<file path="src/rtl/ser_pkg.sv">
// ser_pkg: shared FSM state type and default frame parameters for serial_tx
package ser_pkg;
    typedef enum logic [1:0] {IDLE, START, DATA, STOP} state_t;
    localparam int DEF_WIDTH = 8;
    localparam int DEF_DIV   = 4;
endpackage

</file>
<file path="src/rtl/ser_baud_tick.sv">
// ser_baud_tick: bit-period counter; counts 0..DIV-1 and pulses TICK on the last count
// Ports: CLK clock, RST async active-high reset, CLR hold count at 0, TICK high while count==DIV-1
module ser_baud_tick import ser_pkg::*; #(
    parameter int DIV = DEF_DIV
) (
    input  logic CLK,
    input  logic RST,
    input  logic CLR,
    output logic TICK
);
    localparam int CW = $clog2(DIV);
    logic [CW-1:0] cnt_q, cnt_d;
    assign TICK = cnt_q == CW'(DIV - 1);
    always_comb cnt_d = (CLR || TICK) ? '0 : cnt_q + CW'(1);
    always_ff @(posedge CLK or posedge RST) begin
        if (RST) cnt_q <= '0;
        else     cnt_q <= cnt_d;
    end
endmodule

</file>
<file path="src/rtl/serial_tx.sv">
// serial_tx: start/data(LSB first)/stop serializer with DIV clocks per bit
// Ports: CLK clock, RST async active-high reset, DIN word to send, LOAD send request
//        (sampled only while READY), READY can accept a word, TXD serial line (idle 1),
//        BUSY registered complement of READY
module serial_tx import ser_pkg::*; #(
    parameter int WIDTH = DEF_WIDTH,
    parameter int DIV   = DEF_DIV
) (
    input  logic             CLK,
    input  logic             RST,
    input  logic [WIDTH-1:0] DIN,
    input  logic             LOAD,
    output logic             READY,
    output logic             TXD,
    output logic             BUSY
);
    localparam int IW = (WIDTH > 1) ? $clog2(WIDTH) : 1;
    state_t           state_q, state_d;
    logic [WIDTH-1:0] sh_q, sh_d;
    logic [IW-1:0]    idx_q, idx_d;
    logic             tick, txd_d, txd_q, rdy_q, busy_q;
    // Holding the counter clear in IDLE makes it start from 0 on entry to START.
    ser_baud_tick #(.DIV(DIV)) u_baud (
        .CLK (CLK),
        .RST (RST),
        .CLR (state_q == IDLE),
        .TICK(tick)
    );
    always_comb begin
        state_d = state_q;
        sh_d    = sh_q;
        idx_d   = idx_q;
        case (state_q)
            IDLE:  if (LOAD) begin
                       sh_d    = DIN;
                       idx_d   = '0;
                       state_d = START;
                   end
            START: if (tick) state_d = DATA;
            DATA:  if (tick) begin
                       sh_d  = sh_q >> 1;
                       idx_d = (idx_q == IW'(WIDTH - 1)) ? '0 : idx_q + IW'(1);
                       state_d = (idx_q == IW'(WIDTH - 1)) ? STOP : DATA;
                   end
            STOP:  if (tick) state_d = IDLE;
            default: state_d = IDLE;
        endcase
        // Outputs are computed from next state so the flops present them in the same edge.
        txd_d = (state_d == START) ? 1'b0 : (state_d == DATA) ? sh_d[0] : 1'b1;
    end
    always_ff @(posedge CLK or posedge RST) begin
        if (RST) begin
            state_q <= IDLE;
            sh_q    <= '0;
            idx_q   <= '0;
            txd_q   <= 1'b1;
            rdy_q   <= 1'b1;
            busy_q  <= 1'b0;
        end else begin
            state_q <= state_d;
            sh_q    <= sh_d;
            idx_q   <= idx_d;
            txd_q   <= txd_d;
            rdy_q   <= state_d == IDLE;
            busy_q  <= state_d != IDLE;
        end
    end
    assign TXD   = txd_q;
    assign READY = rdy_q;
    assign BUSY  = busy_q;
endmodule
</file>
<file path="config.mk">
export PLATFORM = sky130hd
export DESIGN_NAME = serial_tx
export DESIGN_NICKNAME = d
export VERILOG_FILES = /design/src/rtl/ser_pkg.sv /design/src/rtl/ser_baud_tick.sv /design/src/rtl/serial_tx.sv
export SDC_FILE = /design/constraint.sdc
export NUM_CORES = 1
export LEC_CHECK = 0
export ABC_AREA = 1
export CAP_MARGIN = 20
export CORE_MARGIN = 2
export CORE_UTILIZATION = 30
export DETAILED_ROUTE_END_ITERATION = 6
export PLACE_DENSITY = 0.51
export SYNTH_ARGS = -nofsm -noshare
export SYNTH_HDL_FRONTEND = slang
export SYNTH_HIERARCHICAL = 1
export SYNTH_SLANG_ARGS = --single-unit
</file>
<file path="constraint.sdc">
create_clock -name CLK -period 2.25 [get_ports CLK]
set_clock_uncertainty 0.15 [all_clocks]
set_input_delay 0.5625 -clock CLK [delete_from_list [all_inputs] [get_ports CLK]]
set_output_delay 0.5625 -clock CLK [all_outputs]
set_load 0.05 [all_outputs]
</file>
==> out/qor.txt <==
Run status: completed
Fill cell count: 310
P&R area growth vs syn: 21.9%
1st-pass router iterations: 4
Clock Pin Slew Worst Setup and Hold Paths: 0.10 ns
Synth Flop Type: dfrtp_1
Initial DRC count: 20
Post-Synth XOR/XNOR Area: 0
Yosys cell types: 19
Worst Path Buf+Inv: 1
Post-cts resize count: 0
PortBufs: 13
CP Capture Type: output pin
Final slew viol count: 0
Startpoint types: register
Final hold violation count: 0
Leakage: 0.598 nW
RSZ-0062 raised after global routing: false
Drt wl/cell: 10.9 um
Die Y: 59.3 um
Layout cell share with drive strength beyond 1: 0.286
DP Wirelength: 1.25 mm
Hold buffers post-CTS: 0
CTS buffer count: 3
Seq/Total Area, Yosys: 0.495
Crit path largest cell delay: 0.80 ns
Syn Inst Count: 101
Simple-gate area share of the yosys netlist: 0.352
Total Power: 1.32 mW
Top-area cell type share of the netlist area: 0.437
Vias in the first global route: 654
Initial Util: 0.308
CP required: 1.54 ns
Area share of fa/ha/maj cells after synthesis: 0.0410
Area of the multi-input gates: 398 um2
GR Overflow Total: 0
CTS Sinks: 18
Storage cell area: 453 um2
R2r setup slk: 0.77 ns
CTS max path bufs: 2
GRT Total Usage: 0.110
Synth Cell Area: 916 um2
Worst vdd ir: 0.000639 V
Post-layout min period: 2.14 ns
Chain of cells forming the critical path: clkdlybuf4s50_1
Post-synth EDFFs: 0
FF+latch count, synth: 18
Pwr dens: 1180 nW/um2
Slew headroom: 0.664
Largest net degree at the start of global routing: 17
Clock insertion delay at the later pin of the skew report: 0.29 ns
Die X: 59.3 um
Row count: 20
Post-synth top cells: nand2_1, dfrtp_1, inv_1
Post-DRT Antenna Nets: 0
Max_cap viols: 0
Synth warn: 6
CP max FO: 1
Routed vias: 666
Top-count cell post-synth: nand2_1
First-pass GRT wire length: 2.90 mm
Worst hold path type: in2async
Compound-cell area share of the yosys netlist: 0.0410
Post CTS Setup Buffer Count: 0
Synth Area per Inst: 9.07 um2
Ports: 14
Setup TNS: 0 ns
DRC errors left: 0
Yosys top cell by area: dfrtp_1
CTS tree: built
FFs w/ async S/R, synth: 1.00
Critical path arrival: 1.42 ns
Layout Nets: 134
Die area: 3510 um2
F_max: 0.468 GHz
Fin crit share: 0.949
Critical path's slowest cell: clkdlybuf4s50_1
Cell family with most CP delay: buffers and inverters
Kind of critical path: reg2out
Syn_nets: 115
Final setup vio count: 0
Floorplan Core Area: 2980 um2
Initial antenna violation count: 0
Largest cells by area after synthesis: dfrtp_1, nand2_1, nand3_2
Avg Vias per Cell: 4.38
RD Place Congestion: 0.789
Combinational family with the most area after synthesis: simple AND/OR/NAND/NOR gates
Mux cell area share after synthesis: 0
H-tree levels: 1
Antenna fix cells: 0
Worst-margin pin slew: 0.502 ns
Total wire length: 1.66 mm
Clock Root Buffer: clkbuf_4
-- layout by cell type, fill, tap and decap left out --
cell type | Yosys | routed
buf_4 | 0 | 3
a21oi_2 | 1 | 1
o21ai_4 | 1 | 1
ha_1 | 3 | 3
nand2_4 | 1 | 1
nand2_2 | 8 | 8
clkdlybuf4s50_1 | 0 | 11
clkbuf_4 | 0 | 3
clkbuf_1 | 0 | 1
inv_1 | 10 | 10
nor3_1 | 1 | 1
nor2_1 | 5 | 5
nor2_8 | 1 | 1
dfstp_2 | 2 | 2
o211ai_1 | 1 | 1
nand2_1 | 28 | 28
dfrtp_1 | 16 | 16
inv_2 | 5 | 5
nand3_2 | 6 | 6
a21oi_1 | 1 | 1
inv_6 | 1 | 1
nor2_2 | 2 | 2
nand3_1 | 8 | 8
-- through the flow --
stage	utilization	cells	cell area [um2]	worst slack, ns	hold slack, ns
finish	0.375	152	1120	0.115	0.285
global route	0.375	152	1120	0.0590	0.288
CTS	0.375	152	1120	0.100	0.281
detailed placement	0.366	148	1090	0.417	0.286
global placement	0.366	148	1090	0.433	0.268
floorplan	-	101	916	0.882	0.154
-- area by class of cell --
cell class | instances | area share
clock buffer | 4 | 0.0235
timing repair buffer | 14 | 0.119
multi-input combinational | 67 | 0.357
inverter | 16 | 0.0583
tap | 33 | 0.0370
sequential | 18 | 0.406
-- path summary, 6_finish.rpt --
check	cells after the start	to	from
min in group CLK	1	u_baud/cnt_q[0]$_DFF_PP0_	u_baud/cnt_q[0]$_DFF_PP0_
max in group asynchronous	3	READY$_DFF_PP1_	RST
setup / recovery	1	BUSY	BUSY$_DFF_PP0_
hold / removal	2	u_baud/cnt_q[0]$_DFF_PP0_	RST
hold reg to reg	1	u_baud/cnt_q[0]$_DFF_PP0_	u_baud/cnt_q[0]$_DFF_PP0_
setup reg to reg	7	TXD$_DFF_PP1_	u_baud/cnt_q[0]$_DFF_PP0_
-- per-layer routing --
metal,share of wire,GRT usage,vias to the layer above
met2,0.47,0.179,15
li1,-,-,350
met4,0,0.0195,0
met5,0,0,-
met1,0.47,0.137,301
met3,0.060,0.0480,0
-- flip-flops by register name, summed over array words and instances (netlist names) --
| signal | cells |
|---|---|
| BUSY | 1 |
| idx_q | 3 |
| u_baud/cnt_q | 2 |
| sh_q | 8 |
| state_q | 2 |
| TXD | 1 |
| READY | 1 |
-- cell families after synthesis --
logic type | after synthesis
simple gates | 60
flops | 18
compound gates | 4
buf+inv | 16
fa+ha+maj | 3
-- worst register-to-register path, delay by kind of cell, from the launching register on --
family                   cells  cell delay [ns]
AND/OR/NAND/NOR              5             0.43
flip-flops                   1             0.40
adder cells (fa/ha/maj)      1             0.27
buffers and inverters        1             0.17
-- report_power, final --
part	total, mW	internal (mW)	leakage, nW	switching [mW]
sequential	0.560	0.472	0.222	0.0882
combinational	0.595	0.211	0.362	0.384
clock	0.167	0.0689	0.0150	0.0981
Power figures use the tool's default switching activity.
